$ cat src/rtl/key_hash_pkg.sv
// Shared helpers for the key fold hash block.
// Chunk count, default seeds, idle output pattern.
package key_hash_pkg;

  localparam int MAX_OUT_W = 128 + 4 * 16;

  localparam logic [31:0] DEFAULT_SEEDS = {16'h0F0F, 16'h0000};

  function automatic int chunk_count(input int key_w, input int hash_w);
    return (key_w + hash_w - 1) / hash_w;
  endfunction

  // Key field zero, every hash lane all-ones; caller trims to width.
  function automatic logic [MAX_OUT_W-1:0] idle_pattern(
    input int hash_w,
    input int num_hash
  );
    logic [MAX_OUT_W-1:0] p;
    p = '0;
    for (int i = 0; i < MAX_OUT_W; i++) begin
      if (i < hash_w * num_hash) p[i] = 1'b1;
    end
    return p;
  endfunction

endpackage

$ cat src/rtl/key_fold.sv
// XOR-fold of a key into one HASH_W chunk (combinational).
// Ports: key (KEY_W) in, fold (HASH_W) out.
module key_fold
  import key_hash_pkg::*;
#(
  parameter int KEY_W  = 32,
  parameter int HASH_W = 12
) (
  input  logic [KEY_W-1:0]  key,
  output logic [HASH_W-1:0] fold
);

  localparam int NCH   = chunk_count(KEY_W, HASH_W);
  localparam int EXT_W = NCH * HASH_W;

  logic [EXT_W-1:0] key_ext;

  assign key_ext = EXT_W'(key);

  always_comb begin
    fold = '0;
    for (int c = 0; c < NCH; c++) begin
      fold = fold ^ key_ext[c*HASH_W +: HASH_W];
    end
  end

endmodule

$ cat src/rtl/key_fold_hash.sv
// Two-stage flow-key hasher: fold in stage 1, lanes in stage 2.
// Ports: clk, reset (async low), key_in_* / hash_out_* handshakes, key_count.
module key_fold_hash
  import key_hash_pkg::*;
#(
  parameter int KEY_W    = 32,
  parameter int HASH_W   = 12,
  parameter int NUM_HASH = 2,
  parameter logic [NUM_HASH*16-1:0] SEEDS = DEFAULT_SEEDS
) (
  input  logic                            clk,
  input  logic                            reset,
  input  logic                            key_in_wr,
  input  logic [KEY_W-1:0]                key_in,
  input  logic                            key_in_mode,
  output logic                            key_in_rdy,
  output logic                            hash_out_wr,
  output logic [KEY_W+NUM_HASH*HASH_W-1:0] hash_out,
  input  logic                            hash_out_rdy,
  output logic [31:0]                     key_count
);

  localparam int LANES_W = NUM_HASH * HASH_W;
  localparam int OUT_W   = KEY_W + LANES_W;
  localparam logic [OUT_W-1:0] IDLE =
    OUT_W'(idle_pattern(HASH_W, NUM_HASH));

  logic               stall;
  logic               xfer_out;
  logic [HASH_W-1:0]  fold;
  logic               s1_vld;
  logic [KEY_W-1:0]   s1_key;
  logic               s1_mode;
  logic [HASH_W-1:0]  s1_fold;
  logic [LANES_W-1:0] lanes;
  logic [31:0]        cnt_q;

  // One stall term freezes the whole pipe.
  assign stall      = hash_out_wr & ~hash_out_rdy;
  assign key_in_rdy = ~stall;
  assign xfer_out   = hash_out_wr & hash_out_rdy;
  assign key_count  = cnt_q;

  key_fold #(
    .KEY_W  (KEY_W),
    .HASH_W (HASH_W)
  ) u_fold (
    .key  (key_in),
    .fold (fold)
  );

  for (genvar i = 0; i < NUM_HASH; i++) begin : g_lane
    logic [HASH_W-1:0] rot;
    // For i = 0 the right shift by HASH_W yields zero.
    assign rot = (s1_fold << i) | (s1_fold >> (HASH_W - i));
    assign lanes[i*HASH_W +: HASH_W] =
      s1_mode ? (rot ^ SEEDS[i*16 +: HASH_W]) : s1_fold;
  end

  always_ff @(posedge clk or negedge reset) begin
    if (!reset) begin
      s1_vld      <= 1'b0;
      s1_key      <= '0;
      s1_mode     <= 1'b0;
      s1_fold     <= '0;
      hash_out_wr <= 1'b0;
      hash_out    <= IDLE;
      cnt_q       <= '0;
    end else begin
      if (xfer_out) cnt_q <= cnt_q + 32'd1;
      if (!stall) begin
        s1_vld <= key_in_wr;
        if (key_in_wr) begin
          s1_key  <= key_in;
          s1_mode <= key_in_mode;
          s1_fold <= fold;
        end
        hash_out_wr <= s1_vld;
        hash_out    <= s1_vld ? {s1_key, lanes} : IDLE;
      end
    end
  end

endmodule

$ cat config.mk
export PLATFORM = sky130hd
export DESIGN_NAME = key_fold_hash
export DESIGN_NICKNAME = d
export VERILOG_FILES = /design/src/rtl/key_hash_pkg.sv /design/src/rtl/key_fold.sv /design/src/rtl/key_fold_hash.sv
export SDC_FILE = /design/constraint.sdc
export NUM_CORES = 1
export LEC_CHECK = 0
export BUFFER_PORTS_ARGS = -buffer_cell sky130_fd_sc_hd__buf_2
export CORE_ASPECT_RATIO = 1.1
export CORE_MARGIN = 2
export CORE_UTILIZATION = 60
export CTS_BUF_LIST = sky130_fd_sc_hd__clkbuf_8
export DETAILED_ROUTE_END_ITERATION = 12
export PLACE_DENSITY_LB_ADDON = 0.12
export SYNTH_ARGS = -nofsm -noshare
export SYNTH_HDL_FRONTEND = slang
export SYNTH_SLANG_ARGS = --single-unit
$ cat constraint.sdc
create_clock -name clk -period 2.6 [get_ports clk]
set_clock_uncertainty 0.15 [all_clocks]
set_input_delay 0.13 -clock clk [delete_from_list [all_inputs] [get_ports clk]]
set_output_delay 0.13 -clock clk [all_outputs]
set_load 0.02 [all_outputs]
==> run metrics <==
run status=completed; Final WS setup=around 340 ps; count of final hold-check violations=0; Std-Cell Rows=37; share of layout cells above drive strength 1=33.1%; Netlist Area Pre-Place=0.00571 sq mm; post-DP HPWL=8.78 mm; sequential area share after synthesis=between 50% and 60%; f_max=442 MHz; Placer Congestion=0.762; number of antenna cells inserted=0; post-route setup TNS=0 ps; crit start category=flop; latest clock arrival within the worst-skew pair=430 ps; ranking of synthesized cells by area=sky130_fd_sc_hd__dfrtp_1 (49%), sky130_fd_sc_hd__dfstp_2 (11%), sky130_fd_sc_hd__mux2_2 (5.7%); P_leak=3.57 nW; sum of internal, switching and leakage power=5.50 mW; launch point of the worst reg-to-reg path=hash_out_wr; number of maximum-capacitance violations=0; initial cell density of the core=61.3%; CTS Sinks=135; worst-path maximum fanout=between 70 and 80; die outline area=0.0103 sq mm; post-synthesis simple-gate area fraction=between 10% and 20%; mux contribution to synthesized area=6.71%; clock buffers created by TritonCTS=17; Synth warnings=0; largest net degree at the start of global routing=72; Req. time, crit path=between 2000 and 2500 ps; via count of the first global-routing pass=~4.3k; Post-Route Hold Slack=90.6 ps; predominant post-synthesis flop cell=sky130_fd_sc_hd__dfrtp_1; Max Transition Viols Final=0; XOR/XNOR share of the synthesized area=7.83%; DRC violations left=0; GRT overflow=0; Worst Setup Path Type=flop to primary output; share of the clock period used by the worst path after layout=87.1%; synthesis-to-finish area growth=25.1%; delay of the slowest cell on the worst path=550 ps; cell with the biggest individual delay on the critical path=sky130_fd_sc_hd__buf_4; number of buffers between clock root and the deepest sink=2; syn_area_per_cell=11.2 sq um; GR Util All Layers=26.5%; data arrival time of the critical path=1980 ps; CP delay by family, top=buffers and inverters; Die Width=97.0 um; post-synthesis instance total=511; number of gates on the worst path with buffers counted=4; clock period minus final worst setup slack=2260 ps; top cell type by total area after synthesis=sky130_fd_sc_hd__dfrtp_1; Detailed Route Iter0 Violations=273; unrepaired setup endpoints after global routing=false; I/O pin count=127; share of Yosys cell area claimed by the top area cell type=48.7%; dominant combinational cell family by area after synthesis=simple AND/OR/NAND/NOR gates; Core Area=around 0.0093 sq mm; critical-path cell list=nor2b_2 > inv_2 > buf_4 > buf_2; measured slew at the worst slew-check pin=702 ps; Clock Root Buffer=sky130_fd_sc_hd__clkbuf_8; number of search-and-repair iterations in the first detailed-routing pass=8; routed len/inst=16.2 um; buffer count from post-CTS setup fixing=0; Max H-tree Level=4; global-route wire length before repair=~21 mm; proportion of synthesized flip-flops having asynchronous set or reset=100%; register bit count reported by yosys=roughly 140; number of I/O port buffers=between 100 and 150; count of unique library cells instantiated by Yosys=38; clock edge transition at the registers on the reported setup and hold paths=70 ps; critical path buffer and inverter count=3; CTS tree=yes; Worst R2R End=hash_out[22]; worst setup timing slack at the placement stage=between 400 and 500 ps; R2R cell count=5; number of nets in the synthesized netlist=549; max-slew headroom at the worst pin=53.2%; most used standard cell by instance count after synthesis=sky130_fd_sc_hd__dfrtp_1; class of the worst hold path=input pin to async pin; cell area power density=770 mW/mm^2; total wire length after detailed routing=13.0 mm; final layout net count=709; IR Drop Worst-Case VDD=503 uV; area fraction in compound gates after synthesis=5.26%; die span in y=around 110 um; number of enable flip-flop cells after synthesis=0; number of vias in the routed layout=4330; via-per-instance ratio=5.42; final number of setup-violating endpoints=0; endpoint type of the worst setup path=primary output; list of most frequent post-synthesis cells=sky130_fd_sc_hd__dfrtp_1 (111), sky130_fd_sc_hd__nand2_1 (85), sky130_fd_sc_hd__nand3_1 (42); Antenna Violating Nets Remaining=0; FF-to-FF setup slack=400 ps; antenna violations before repair=0; area share of fa/ha/maj cells after synthesis=0.219%
==> sequential cells by signal, indices dropped and copies added (netlist names) <==
name	cells
g_lane.rot	12
key_count	32
hash_out_wr	1
s1_key	32
hash_out	56
s1_vld	1
s1_mode	1
==> layout make-up <==
type / instances / area (sq um)
clock inverters: 8 / 33.8
flip-flops and latches: 135 / 3410
inverters: 16 / 60.1
fillers: 641 / 2170
clock buffers: 22 / 303
multi-input cells: 331 / 2120
repair buffers: 170 / 1070
well taps: 117 / 146
==> routing by layer <==
layer	vias up	wire length [um]	track usage [%]
met5	-	0	0
met4	0	208	8.25
met3	21	708	7.50
met2	141	6590	44.9
met1	2125	5450	33.4
li1	2043	-	-
==> cells in the final DEF (no fill, tap or decap), types with 24 or more instances in the layout <==
cell type,netlist,routed
sky130_fd_sc_hd__xnor2_1,26,26
sky130_fd_sc_hd__buf_2,8,125
sky130_fd_sc_hd__nand2_1,85,84
sky130_fd_sc_hd__dfrtp_1,111,111
sky130_fd_sc_hd__nor2_1,31,31
sky130_fd_sc_hd__dlygate4sd3_1,0,36
sky130_fd_sc_hd__xor2_1,25,25
sky130_fd_sc_hd__nand3_1,42,42
sky130_fd_sc_hd__mux2_2,29,29
sky130_fd_sc_hd__dfstp_2,24,24
==> power breakdown <==
group | leakage, nW | total (mW) | internal (mW) | switching, mW
sequential | 1.65 | 2.78 | 2.50 | 0.278
combinational | 1.73 | 1.25 | 0.496 | 0.750
clock | 0.193 | 1.48 | 0.753 | 0.722
==> per-stage QoR <==
step           instance area, sq um  std cells  utilization (%)
2_1_floorplan                  5710        511                -
3_3_place_gp                   6440        733             69.2
3_5_place_dp                   6440        733             69.2
4_1_cts                        7140        799             76.7
5_1_grt                        7140        799             76.7
6_report                       7140        799             76.7
==> worst max-delay path by stage <==
stage	start	endpoint	slack (ps)
2_1_floorplan	key_count[16]	key_count[22]	720
3_3_place_gp	hash_out_wr	hash_out[21]	510
3_5_place_dp	hash_out_wr	hash_out[22]	430
4_1_cts	hash_out_wr	key_in_rdy	340
5_1_grt	hash_out_wr	key_in_rdy	220
6_report	hash_out_wr	key_in_rdy	340
==> cells by family after synthesis <==
kind of cell               Yosys count
AOI/OAI and AO/OA                   48
DFF                                135
adders and majority gates            1
muxes                               34
and+or+nand+nor                    197
buffers and inverters               45
xor gates and xnor gates            51
==> timing repair <==
item	in CTS	in global routing
resized for setup	0	0
hold buffers	36	0
endpoints found under the hold margin	157	0
Power figures use the tool's default switching activity.
